==> src/rtl/xadc_drp_package.sv <==
// Shared types and constants for the XADC DRP masters and their AXI-Stream outputs.
package xadc_drp_package;

    localparam int XADC_DRP_ADDR_WIDTH = 7;
    localparam int XADC_DRP_DATA_WIDTH = 16;

    typedef logic [XADC_DRP_ADDR_WIDTH-1:0] xadc_drp_addr_t;

    localparam xadc_drp_addr_t XADC_DRP_ADDR_VOLTAGE_CHANNEL = 7'h03;
    localparam xadc_drp_addr_t XADC_DRP_ADDR_CURRENT_CHANNEL = 7'h13;

    localparam int XADC_DRP_MULTI_MAX_CHANNELS  = 8;
    localparam int XADC_DRP_TIMEOUT_DEFAULT     = 64;
    localparam int XADC_DRP_TUSER_FRAME_ERR_BIT = 0;
    localparam int XADC_DRP_TUSER_OVERRUN_BIT   = 1;
    localparam int XADC_DRP_TUSER_WIDTH         = 2;

    typedef enum logic [1:0] {
        IDLE,
        WAIT_DRDY,
        SEND
    } xadc_drp_multi_state_t;

endpackage

==> src/rtl/axis_interface.sv <==
// Generic AXI-Stream bundle; master drives the payload, slave drives tready.
interface axis_interface #(
    parameter int DATA_WIDTH = 32,
    parameter int USER_WIDTH = 2,
    parameter int ID_WIDTH   = 1,
    parameter int DEST_WIDTH = 1
);
    logic [DATA_WIDTH-1:0]   tdata;
    logic [DATA_WIDTH/8-1:0] tkeep;
    logic                    tlast;
    logic [ID_WIDTH-1:0]     tid;
    logic [DEST_WIDTH-1:0]   tdest;
    logic [USER_WIDTH-1:0]   tuser;
    logic                    tvalid;
    logic                    tready;

    modport master (output tdata, tkeep, tlast, tid, tdest, tuser, tvalid, input tready);
    modport slave  (input tdata, tkeep, tlast, tid, tdest, tuser, tvalid, output tready);
endinterface

==> src/rtl/xadc_drp_read_timer.sv <==
// Loadable down-counter for DRP read timeouts; o_expired is high once the count reaches zero.
module xadc_drp_read_timer
    import xadc_drp_package::*;
#(
    parameter int TIMEOUT_CYCLES = XADC_DRP_TIMEOUT_DEFAULT
) (
    input  logic clk,
    input  logic rst,
    input  logic i_load,
    output logic o_expired
);
    localparam int CNT_W = $clog2(TIMEOUT_CYCLES);

    logic [CNT_W-1:0] r_count;

    // NOTE: sequential state uses non-blocking assignments so every flop samples pre-edge values.
    always_ff @(posedge clk or posedge rst) begin
        if (rst) begin
            r_count <= '0;
        end else if (i_load) begin
            r_count <= CNT_W'(TIMEOUT_CYCLES - 1);
        end else if (r_count != '0) begin
            r_count <= r_count - CNT_W'(1);
        end
    end

    assign o_expired = (r_count == '0);
endmodule

==> src/rtl/xadc_drp_axis_multi_channel.sv <==
// On each XADC EOS reads NUM_CHANNELS DRP registers and emits them as one packed AXIS beat.
// Optional macro XADC_DRP_MULTI_OVERRUN_PORT_EN exposes the overrun counter and tuser[1] flag.
module xadc_drp_axis_multi_channel
    import xadc_drp_package::*;
#(
    parameter int             NUM_CHANNELS      = 2,
    parameter xadc_drp_addr_t CHANNEL_ADDRS [NUM_CHANNELS] =
        '{XADC_DRP_ADDR_VOLTAGE_CHANNEL, XADC_DRP_ADDR_CURRENT_CHANNEL},
    parameter int             TIMEOUT_CYCLES    = XADC_DRP_TIMEOUT_DEFAULT,
    parameter int             OVERRUN_CNT_WIDTH = 16
) (
    input  logic                           xadc_dclk,
    input  logic                           xadc_reset,
    output xadc_drp_addr_t                 xadc_daddr,
    output logic                           xadc_den,
    input  logic                           xadc_drdy,
    input  logic [XADC_DRP_DATA_WIDTH-1:0] xadc_do,
    input  logic                           xadc_eos,
    axis_interface.master                  sample_stream,
    output logic                           timeout_err
`ifdef XADC_DRP_MULTI_OVERRUN_PORT_EN
    ,
    output logic [OVERRUN_CNT_WIDTH-1:0]   overrun_count
`endif
);
    localparam int W     = XADC_DRP_DATA_WIDTH;
    localparam int IDX_W = (NUM_CHANNELS > 1) ? $clog2(NUM_CHANNELS) : 1;
    localparam logic [IDX_W-1:0] LAST_IDX = IDX_W'(NUM_CHANNELS - 1);

    if (NUM_CHANNELS < 1 || NUM_CHANNELS > XADC_DRP_MULTI_MAX_CHANNELS ||
        TIMEOUT_CYCLES < 2 || OVERRUN_CNT_WIDTH < 1) begin : g_bad_param
        $error("xadc_drp_axis_multi_channel: parameter out of range");
    end

    xadc_drp_multi_state_t            r_state;
    logic [IDX_W-1:0]                 r_idx;
    xadc_drp_addr_t                   r_daddr;
    logic                             r_den;
    logic [NUM_CHANNELS*W-1:0]        r_tdata;
    logic [XADC_DRP_TUSER_WIDTH-1:0]  r_tuser;
    logic                             r_tvalid;
    logic                             r_frame_err;
    logic                             r_timeout_err;
    logic                             r_eos_pending;

    logic             w_start, w_step, w_timed_out, w_last, w_timer_load, w_expired;
    logic             w_overrun, w_overrun_flag;
    logic [IDX_W-1:0] w_next_idx;

    assign w_start      = (r_state == IDLE) && (xadc_eos || r_eos_pending);
    assign w_step       = (r_state == WAIT_DRDY) && (xadc_drdy || w_expired);
    assign w_timed_out  = w_step && !xadc_drdy;
    assign w_last       = (r_idx == LAST_IDX);
    assign w_next_idx   = r_idx + IDX_W'(1);
    assign w_timer_load = w_start || (w_step && !w_last);
    // A second EOS while one is already queued outside IDLE is lost.
    assign w_overrun    = xadc_eos && (r_state != IDLE) && r_eos_pending;

    xadc_drp_read_timer #(
        .TIMEOUT_CYCLES (TIMEOUT_CYCLES)
    ) u_read_timer (
        .clk       (xadc_dclk),
        .rst       (xadc_reset),
        .i_load    (w_timer_load),
        .o_expired (w_expired)
    );

    always_ff @(posedge xadc_dclk or posedge xadc_reset) begin
        if (xadc_reset) begin
            r_state       <= IDLE;
            r_idx         <= '0;
            r_daddr       <= CHANNEL_ADDRS[0];
            r_den         <= 1'b0;
            r_tdata       <= '0;
            r_tuser       <= '0;
            r_tvalid      <= 1'b0;
            r_frame_err   <= 1'b0;
            r_timeout_err <= 1'b0;
            r_eos_pending <= 1'b0;
        end else begin
            case (r_state)
                IDLE: begin
                    if (w_start) begin
                        // Starting from a queued EOS consumes it; a fresh EOS in that cycle re-queues.
                        r_eos_pending <= r_eos_pending && xadc_eos;
                        r_idx         <= '0;
                        r_daddr       <= CHANNEL_ADDRS[0];
                        r_den         <= 1'b1;
                        r_frame_err   <= 1'b0;
                        r_state       <= WAIT_DRDY;
                    end
                end
                WAIT_DRDY: begin
                    r_den <= 1'b0;
                    if (xadc_eos) r_eos_pending <= 1'b1;
                    if (w_step) begin
                        for (int k = 0; k < NUM_CHANNELS; k++) begin
                            if (r_idx == IDX_W'(k)) begin
                                r_tdata[(NUM_CHANNELS-k)*W-1 -: W] <= xadc_drdy ? xadc_do : '0;
                            end
                        end
                        if (w_timed_out) begin
                            r_frame_err   <= 1'b1;
                            r_timeout_err <= 1'b1;
                        end
                        if (w_last) begin
                            r_tvalid <= 1'b1;
                            r_tuser[XADC_DRP_TUSER_FRAME_ERR_BIT] <= r_frame_err || w_timed_out;
                            r_tuser[XADC_DRP_TUSER_OVERRUN_BIT]   <= w_overrun_flag;
                            r_state  <= SEND;
                        end else begin
                            r_idx   <= w_next_idx;
                            r_daddr <= CHANNEL_ADDRS[w_next_idx];
                            r_den   <= 1'b1;
                        end
                    end
                end
                SEND: begin
                    if (xadc_eos) r_eos_pending <= 1'b1;
                    if (sample_stream.tready) begin
                        r_tvalid <= 1'b0;
                        r_state  <= IDLE;
                    end
                end
                default: r_state <= IDLE;
            endcase
        end
    end

`ifdef XADC_DRP_MULTI_OVERRUN_PORT_EN
    logic [OVERRUN_CNT_WIDTH-1:0] r_overrun_cnt;
    logic                         r_overrun_seen;

    always_ff @(posedge xadc_dclk or posedge xadc_reset) begin
        if (xadc_reset) begin
            r_overrun_cnt  <= '0;
            r_overrun_seen <= 1'b0;
        end else begin
            if (w_overrun && (r_overrun_cnt != '1)) begin
                r_overrun_cnt <= r_overrun_cnt + OVERRUN_CNT_WIDTH'(1);
            end
            if (w_step && w_last) begin
                r_overrun_seen <= 1'b0;
            end else if (w_overrun) begin
                r_overrun_seen <= 1'b1;
            end
        end
    end

    assign w_overrun_flag = r_overrun_seen || w_overrun;
    assign overrun_count  = r_overrun_cnt;
`else
    assign w_overrun_flag = 1'b0;
`endif

    assign xadc_daddr           = r_daddr;
    assign xadc_den             = r_den;
    assign timeout_err          = r_timeout_err;
    assign sample_stream.tdata  = r_tdata;
    assign sample_stream.tuser  = r_tuser;
    assign sample_stream.tvalid = r_tvalid;
    assign sample_stream.tlast  = 1'b1;
    assign sample_stream.tkeep  = '1;
    assign sample_stream.tid    = '0;
    assign sample_stream.tdest  = '0;
endmodule
==> src/flat_wrapper.sv <==
// flat-port wrapper written by rule: the top's interface ports become plain ports
module xadc_drp_axis_multi_channel_flat import xadc_drp_package::*;
#(
    parameter int             NUM_CHANNELS      = 2,
    parameter xadc_drp_addr_t CHANNEL_ADDRS [NUM_CHANNELS] =
        '{XADC_DRP_ADDR_VOLTAGE_CHANNEL, XADC_DRP_ADDR_CURRENT_CHANNEL},
    parameter int             TIMEOUT_CYCLES    = XADC_DRP_TIMEOUT_DEFAULT,
    parameter int             OVERRUN_CNT_WIDTH = 16
)
  (xadc_dclk, xadc_reset, xadc_daddr, xadc_den, xadc_drdy, xadc_do, xadc_eos, timeout_err, sample_stream_tdata, sample_stream_tkeep, sample_stream_tlast, sample_stream_tid, sample_stream_tdest, sample_stream_tuser, sample_stream_tvalid, sample_stream_tready);
  axis_interface sample_stream_i ();
  input  logic xadc_dclk;
  input  logic xadc_reset;
  output xadc_drp_addr_t xadc_daddr;
  output logic xadc_den;
  input  logic xadc_drdy;
  input  logic [XADC_DRP_DATA_WIDTH-1:0] xadc_do;
  input  logic xadc_eos;
  output logic timeout_err;
  output wire logic [$bits(sample_stream_i.tdata)-1:0] sample_stream_tdata;
  output wire logic [$bits(sample_stream_i.tkeep)-1:0] sample_stream_tkeep;
  output wire logic [$bits(sample_stream_i.tlast)-1:0] sample_stream_tlast;
  output wire logic [$bits(sample_stream_i.tid)-1:0] sample_stream_tid;
  output wire logic [$bits(sample_stream_i.tdest)-1:0] sample_stream_tdest;
  output wire logic [$bits(sample_stream_i.tuser)-1:0] sample_stream_tuser;
  output wire logic [$bits(sample_stream_i.tvalid)-1:0] sample_stream_tvalid;
  input wire logic [$bits(sample_stream_i.tready)-1:0] sample_stream_tready;
  assign sample_stream_tdata = sample_stream_i.tdata;
  assign sample_stream_tkeep = sample_stream_i.tkeep;
  assign sample_stream_tlast = sample_stream_i.tlast;
  assign sample_stream_tid = sample_stream_i.tid;
  assign sample_stream_tdest = sample_stream_i.tdest;
  assign sample_stream_tuser = sample_stream_i.tuser;
  assign sample_stream_tvalid = sample_stream_i.tvalid;
  assign sample_stream_i.tready = sample_stream_tready;
  xadc_drp_axis_multi_channel #(.NUM_CHANNELS(NUM_CHANNELS), .CHANNEL_ADDRS(CHANNEL_ADDRS), .TIMEOUT_CYCLES(TIMEOUT_CYCLES), .OVERRUN_CNT_WIDTH(OVERRUN_CNT_WIDTH)) u_core (.xadc_dclk(xadc_dclk), .xadc_reset(xadc_reset), .xadc_daddr(xadc_daddr), .xadc_den(xadc_den), .xadc_drdy(xadc_drdy), .xadc_do(xadc_do), .xadc_eos(xadc_eos), .sample_stream(sample_stream_i), .timeout_err(timeout_err));
endmodule
==> config.mk <==
export PLATFORM = sky130hd
export DESIGN_NAME = xadc_drp_axis_multi_channel_flat
export DESIGN_NICKNAME = d
export VERILOG_FILES = /design/src/rtl/xadc_drp_package.sv /design/src/rtl/axis_interface.sv /design/src/rtl/xadc_drp_read_timer.sv /design/src/rtl/xadc_drp_axis_multi_channel.sv /design/src/flat_wrapper.sv
export SDC_FILE = /design/constraint.sdc
export NUM_CORES = 1
export LEC_CHECK = 0
export ABC_CLOCK_PERIOD_IN_PS = 3000
export BUFFER_PORTS_ARGS = -buffer_cell sky130_fd_sc_hd__buf_2
export CAP_MARGIN = 20
export CORE_UTILIZATION = 30
export CTS_BUF_LIST = sky130_fd_sc_hd__clkbuf_8
export DETAILED_ROUTE_END_ITERATION = 8
export HOLD_SLACK_MARGIN = 0.05
export PLACE_DENSITY_LB_ADDON = 0.08
export SYNTH_ARGS = -nofsm -noshare
export SYNTH_HDL_FRONTEND = slang
export SYNTH_SLANG_ARGS = --single-unit
==> constraint.sdc <==
create_clock -name xadc_dclk -period 3 [get_ports xadc_dclk]
set_input_delay 0.6 -clock xadc_dclk [delete_from_list [all_inputs] [get_ports xadc_dclk]]
set_output_delay 0.6 -clock xadc_dclk [all_outputs]
set_load 0.02 [all_outputs]
# Yosys cells after proc, flatten, opt, wreduce, memory -nomap -nowiden
# Index checks and enable logic that the tools add are counted.
# Widths: inputs -> output; s select.
# classes
muxes	33
reduce_logical	29
addsub	2
eq_ne	9
n_bitwise	2
order_cmp	1
# op_table
cell	n
$mux 7	5
$mux 16	1
$reduce_and 4->1	4
$reduce_and 3->1	5
$pmux 7 s2	1
$mux 1	13
$mux 6	2
$ne 2x1->1 const B	5
$pmux 1 s2	5
$mux 2	4
$reduce_bool 2->1	4
$logic_not 6->1	1
$pmux 2 s3	1
$reduce_bool 6->1	1
$sub 6x1->6 const B	1
$logic_and 1x1->1	5
$mux 5	1
$logic_or 1x1->1	4
$ne 2x2->1 const B	2
$eq 2x1->1 const B	1
$eq 2x2->1 const B	1
$ge 2x2->1 const B	1
$logic_not 1->1	2
$logic_not 2->1	1
other kinds (5)	5
# totals
out_inout_bits	51
regBits	54
elab_cells	88
input_bits	21

# Longest topological paths before layout
# logic_depth
word_depth	8
ltp_mapped	7
depth_no_buf	6

# Modules after synthesis
# Synthesis repeated with hierarchy kept, for this count alone.
# hier_totals
hier_cells	227
hier_area_um2	2329.7
# modules_own_cells
mod	n_inst	cells_each	area_each_um2
xadc_drp_axis_multi_channel	1	191	1978.1
xadc_drp_read_timer	1	36	351.6

# Least setup slack after synthesis
# Ideal clock, no wire load.
# synth_path
kind	reg2reg
start	reg u_core.u_read_timer.r_count[3]
end	reg u_core.r_tdata[0], in the netlist u_core.sample_stream.tdata[0]
stages_incl_launch_ff	6
setup_time_ns	0.121
arrival_ns	1.498
n_path_buf	1
t_required_ns	2.879
slack_ns	1.381
path_cell_list	dfrtp_1 or3_4 o21ai_4 nand3_4 buf_6 a22o_1
# synth_via
elab_chain_len	4
# synth_rtl
item	line	rtl
start: declaration	xadc_drp_read_timer.sv:14	logic [CNT_W-1:0] r_count;
start signal: assignment	xadc_drp_read_timer.sv:21	r_count <= CNT_W'(TIMEOUT_CYCLES - 1);
start signal: assignment	xadc_drp_read_timer.sv:23	r_count <= r_count - CNT_W'(1);
$logic_not 6->1	xadc_drp_read_timer.sv:27	assign o_expired = (r_count == '0);
$logic_or 1x1->1	xadc_drp_axis_multi_channel.sv:51	assign w_step = (r_state == WAIT_DRDY) && (xadc_drdy || w_expired);
$logic_and 1x1->1	xadc_drp_axis_multi_channel.sv:51	
$reduce_and 3->1 (no line)	--	
end signal: indexed assignment	xadc_drp_axis_multi_channel.sv:99	r_tdata[(NUM_CHANNELS-k)*W-1 -: W] <= xadc_drdy ? xadc_do : '0;
end: declaration	xadc_drp_axis_multi_channel.sv:39	logic [NUM_CHANNELS*W-1:0] r_tdata;
# No other way between the ends.
# A chain may end at the register's enable or synchronous reset.

# Worst setup path in the final report
# layout_path
start	reg u_core.r_state[1]
end	reg u_core.u_read_timer.r_count[1]
# layout_via
elab_chain_len	5
word_cells_on_any_way	8
cone_classes	eq/ne: 1; mux: 1; reduce/logical: 6
# layout_rtl
item	line	rtl
start: declaration	xadc_drp_axis_multi_channel.sv:35	xadc_drp_multi_state_t r_state;
start signal: assignment	xadc_drp_axis_multi_channel.sv:70	r_state <= IDLE;
start signal: assignment	xadc_drp_axis_multi_channel.sv:90	r_state <= WAIT_DRDY;
start signal: assignment	xadc_drp_axis_multi_channel.sv:110	r_state <= SEND;
$eq 2x1->1	xadc_drp_axis_multi_channel.sv:51	
$logic_and 1x1->1	xadc_drp_axis_multi_channel.sv:51	
$logic_and 1x1->1	xadc_drp_axis_multi_channel.sv:55	assign w_timer_load = w_start || (w_step && !w_last);
$logic_or 1x1->1 (*)	xadc_drp_axis_multi_channel.sv:55	
$mux 6 or $reduce_bool 2->1 (tied branches)	--	
# Mark *: on every way between the ends. The rest lies on a longest branch, timed or not.

==> results.sh <==
export IMPL_cts_root_buf="clkbuf_8"
export IMPL_drv_cap=0
export IMPL_crit_arrival_ps=2570
export IMPL_routed_via_density=4.563
export IMPL_synth_compound_area_share_pct=20.40
export IMPL_clock_skew_ps=8.502
export IMPL_startpoint_type="register"
export IMPL_synth_most_common_cell="dfrtp_1"
export IMPL_grt_pass1_wl_um=7700
export IMPL_cpPeakStageDelay_ps=620
export IMPL_holdWs_ps=286.8
export IMPL_start_util_pct=31.43
export IMPL_final_fill_count=698
export IMPL_syn_cell_area_um2=2171
export IMPL_rows=30
export IMPL_power_density_nw_per_um2=1024
export IMPL_holdBufCountCts=0
export IMPL_grt_setup_unrepaired="no"
export IMPL_ir_drop_uv=335.5
export IMPL_worst_path_dominant_cell_family="simple AND/OR/NAND/NOR gates"
export IMPL_fin_crit_sh_pct=78.60
export IMPL_synth_edf_count=0
export IMPL_crit_path_end_kind="register"
export IMPL_ys_types=37
export IMPL_synth_top_area_share_pct=55.33
export IMPL_drt_pre_antenna_iters=4
export IMPL_slew_viol_final=0
export IMPL_synth_fa_ha_area_share_pct=4.035
export IMPL_leakage_uw=0.001283
export IMPL_synth_common_cells="dfrtp_1, a22o_1, buf_4, inv_1, nand2_1"
export IMPL_synthSimpleGateAreaFrac_pct=8.818
export IMPL_synthMuxAreaShare_pct=1.037
export IMPL_tightest_slew_ps=729.9
export IMPL_yosysSeqAreaShare_pct=55.33
export IMPL_hold_violations=0
export IMPL_required_ps=3210
export IMPL_cts_tree="yes"
export IMPL_synthCells=185
export IMPL_status="finished, final reports clean"
export IMPL_drive_gt1_share_pct=30.42
export IMPL_grtUsageTotal_pct=13.21
export IMPL_area_delta_synth_final_pct=18.44
export IMPL_pin_count=72
export IMPL_synth_top_family_by_area="compound AO/OA/AOI/OAI gates"
export IMPL_antenna_found_initial=0
export IMPL_regArea_um2=1201
export IMPL_dpl_cell_area_um2=2475
export IMPL_max_freq_ghz=0.4241
export IMPL_die_w_um=87.07
export IMPL_post_cts_buffers=0
export IMPL_setup_viol=0
export IMPL_cts_sinks=48
export IMPL_yosysTopAreaCell="dfrtp_1"
export IMPL_yosysWarningCount=0
export IMPL_synth_ff_type="dfrtp_1"
export IMPL_ant_nets=0
export IMPL_final_min_clock_period_ps=2358
export IMPL_crit_chain="inv_1, ha_1, nor2b_1, and2_1, nor3b_1, o21ai_0"
export IMPL_core_um2=6907
export IMPL_ys_async_sr_fraction_pct=100.0
export IMPL_ys_ff_latch=48
export IMPL_power_uw=2633
export IMPL_port_buffers=57
export IMPL_synthXorXnorAreaFrac_pct=1.210
export IMPL_num_vias=1533
export IMPL_routed_wl_um=4771
export IMPL_diodes=0
export IMPL_grt_pass1_vias=1501
export IMPL_grt_max_degree=30
export IMPL_tns_ps=0
export IMPL_cts_made_buffers=5
export IMPL_drc_errors=0
export IMPL_grt_ovfl_total=0
export IMPL_multi_input_area_um2=823.3
export IMPL_dieArea_um2=7580
export IMPL_drt_iter0_markers=47
export IMPL_critPathKind="register to register"
export IMPL_utilization_pct=37.23
export IMPL_nNetsFinal=267
export IMPL_hold_class="input port to asynchronous set/reset pin"
export IMPL_cts_clk_slew_worst_paths_ps=90
export IMPL_slowest_stage="and2_1"
export IMPL_cp_max_fo=18
export IMPL_cts_resized=0
export IMPL_die_y_um=87.07
export IMPL_hpwl_um=3433
export IMPL_relSlewSlack_pct=51.34
export IMPL_htree_levels=2
export IMPL_clock_latency_ps=300
export IMPL_cts_buffer_depth=2
export IMPL_yosys_top_cells_area="dfrtp_1, a22o_1, buf_4"
export IMPL_timing_critical_path_buf_inv=1
export IMPL_design_area_um2=2571
export IMPL_wl_per_cell_um=14.20
export IMPL_synth_avg_cell_area_um2=11.73
export IMPL_gp_congestion=0.7149
## placed cells by master (no fill, tap or decap), types with 2 or more instances in the layout
| cell type | Yosys | routed |
|---|---|---|
| buf_2 | 6 | 57 |
| dfrtp_1 | 48 | 48 |
| a22o_1 | 32 | 32 |
| conb_1 | 2 | 14 |
| inv_1 | 10 | 9 |
| nand2_1 | 8 | 8 |
| o21ai_0 | 7 | 7 |
| ha_1 | 7 | 7 |
| nor3_1 | 6 | 6 |
| clkbuf_8 | 0 | 6 |
| nor2_1 | 5 | 5 |
| a21oi_1 | 5 | 5 |
| nor2b_1 | 4 | 4 |
| o211ai_1 | 4 | 4 |
| xnor2_1 | 3 | 3 |
| nand2b_1 | 2 | 2 |
## report_power, final
group / leakage [uW] / total [uW] / internal, uW / switching (uW)
combinational: 0.000647 / 1150 / 456 / 690
clock: 0.0000516 / 404 / 189 / 215
sequential: 0.000584 / 1080 / 912 / 172
## cell type report
type                       instances  share of cell area, %
sequential                        48                  46.72
multi-input combinational        116                  32.02
timing repair buffer              58                  11.39
tap                               96                  4.672
clock buffer                       6                  3.212
inverter                          10                  1.460
clock inverter                     2                 0.5353
## layer usage
layer	up-vias	wire, um	track usage, %
met5	-	0	0
met4	0	43	3.636
met3	4	271	3.318
met2	48	2108	20.90
met1	742	2347	17.95
li1	739	-	-
## path summary, 6_finish.rpt
kind / to / slack [ps] / from / depth (start not counted)
max: u_core.u_read_timer.r_count[1]$_DFFE_PP0P_ / 640 / u_core.r_state[1]$_DFFE_PP0P_ / 6
min: u_core.sample_stream.tdata[30]$_DFFE_PP0P_ / 290 / xadc_reset / 2
max reg2reg: u_core.u_read_timer.r_count[1]$_DFFE_PP0P_ / 640 / u_core.r_state[1]$_DFFE_PP0P_ / 6
min reg2reg: u_core.timeout_err$_DFFE_PP0P_ / 470 / u_core.timeout_err$_DFFE_PP0P_ / 1
max in group asynchronous: u_core.r_frame_err$_DFFE_PP0P_ / 1990 / xadc_reset / 3
min in group xadc_dclk: u_core.timeout_err$_DFFE_PP0P_ / 470 / u_core.timeout_err$_DFFE_PP0P_ / 1
## worst register-to-register path, cell delays in order (launching register included)
cell	delay [ps]
dfrtp_1	420
inv_1	110
ha_1	410
nor2b_1	380
and2_1	620
nor3b_1	140
o21ai_0	190
## registers in the layout, summed over array words and instances, names as in the netlist
| register | count |
|---|---|
| u_core.xadc_daddr | 1 |
| u_core.sample_stream.tvalid | 1 |
| u_core.r_frame_err | 1 |
| u_core.xadc_den | 1 |
| u_core.u_read_timer.r_count | 6 |
| u_core.sample_stream.tuser | 1 |
| u_core.sample_stream.tdata | 32 |
| u_core.r_state | 2 |
| u_core.r_eos_pending | 1 |
| u_core.r_idx | 1 |
| u_core.timeout_err | 1 |
## cells by family after synthesis
| kind of cell | Yosys count |
|---|---|
| AOI/OAI and AO/OA | 56 |
| DFF | 48 |
| and+or+nand+nor | 34 |
| buffers and inverters | 33 |
| adders and majority gates | 7 |
| xor gates and xnor gates | 3 |
| other | 2 |
| muxes | 2 |
## stage by stage
stage / setup slack (ps) / std cells
after detailed placement: 674.5 / 328
after global routing: 464.9 / 336
after floorplan: 1256 / 197
after CTS: 673.3 / 336
after global placement: 775.8 / 328
final: 641.9 / 336
Power figures use the tool's default switching activity.
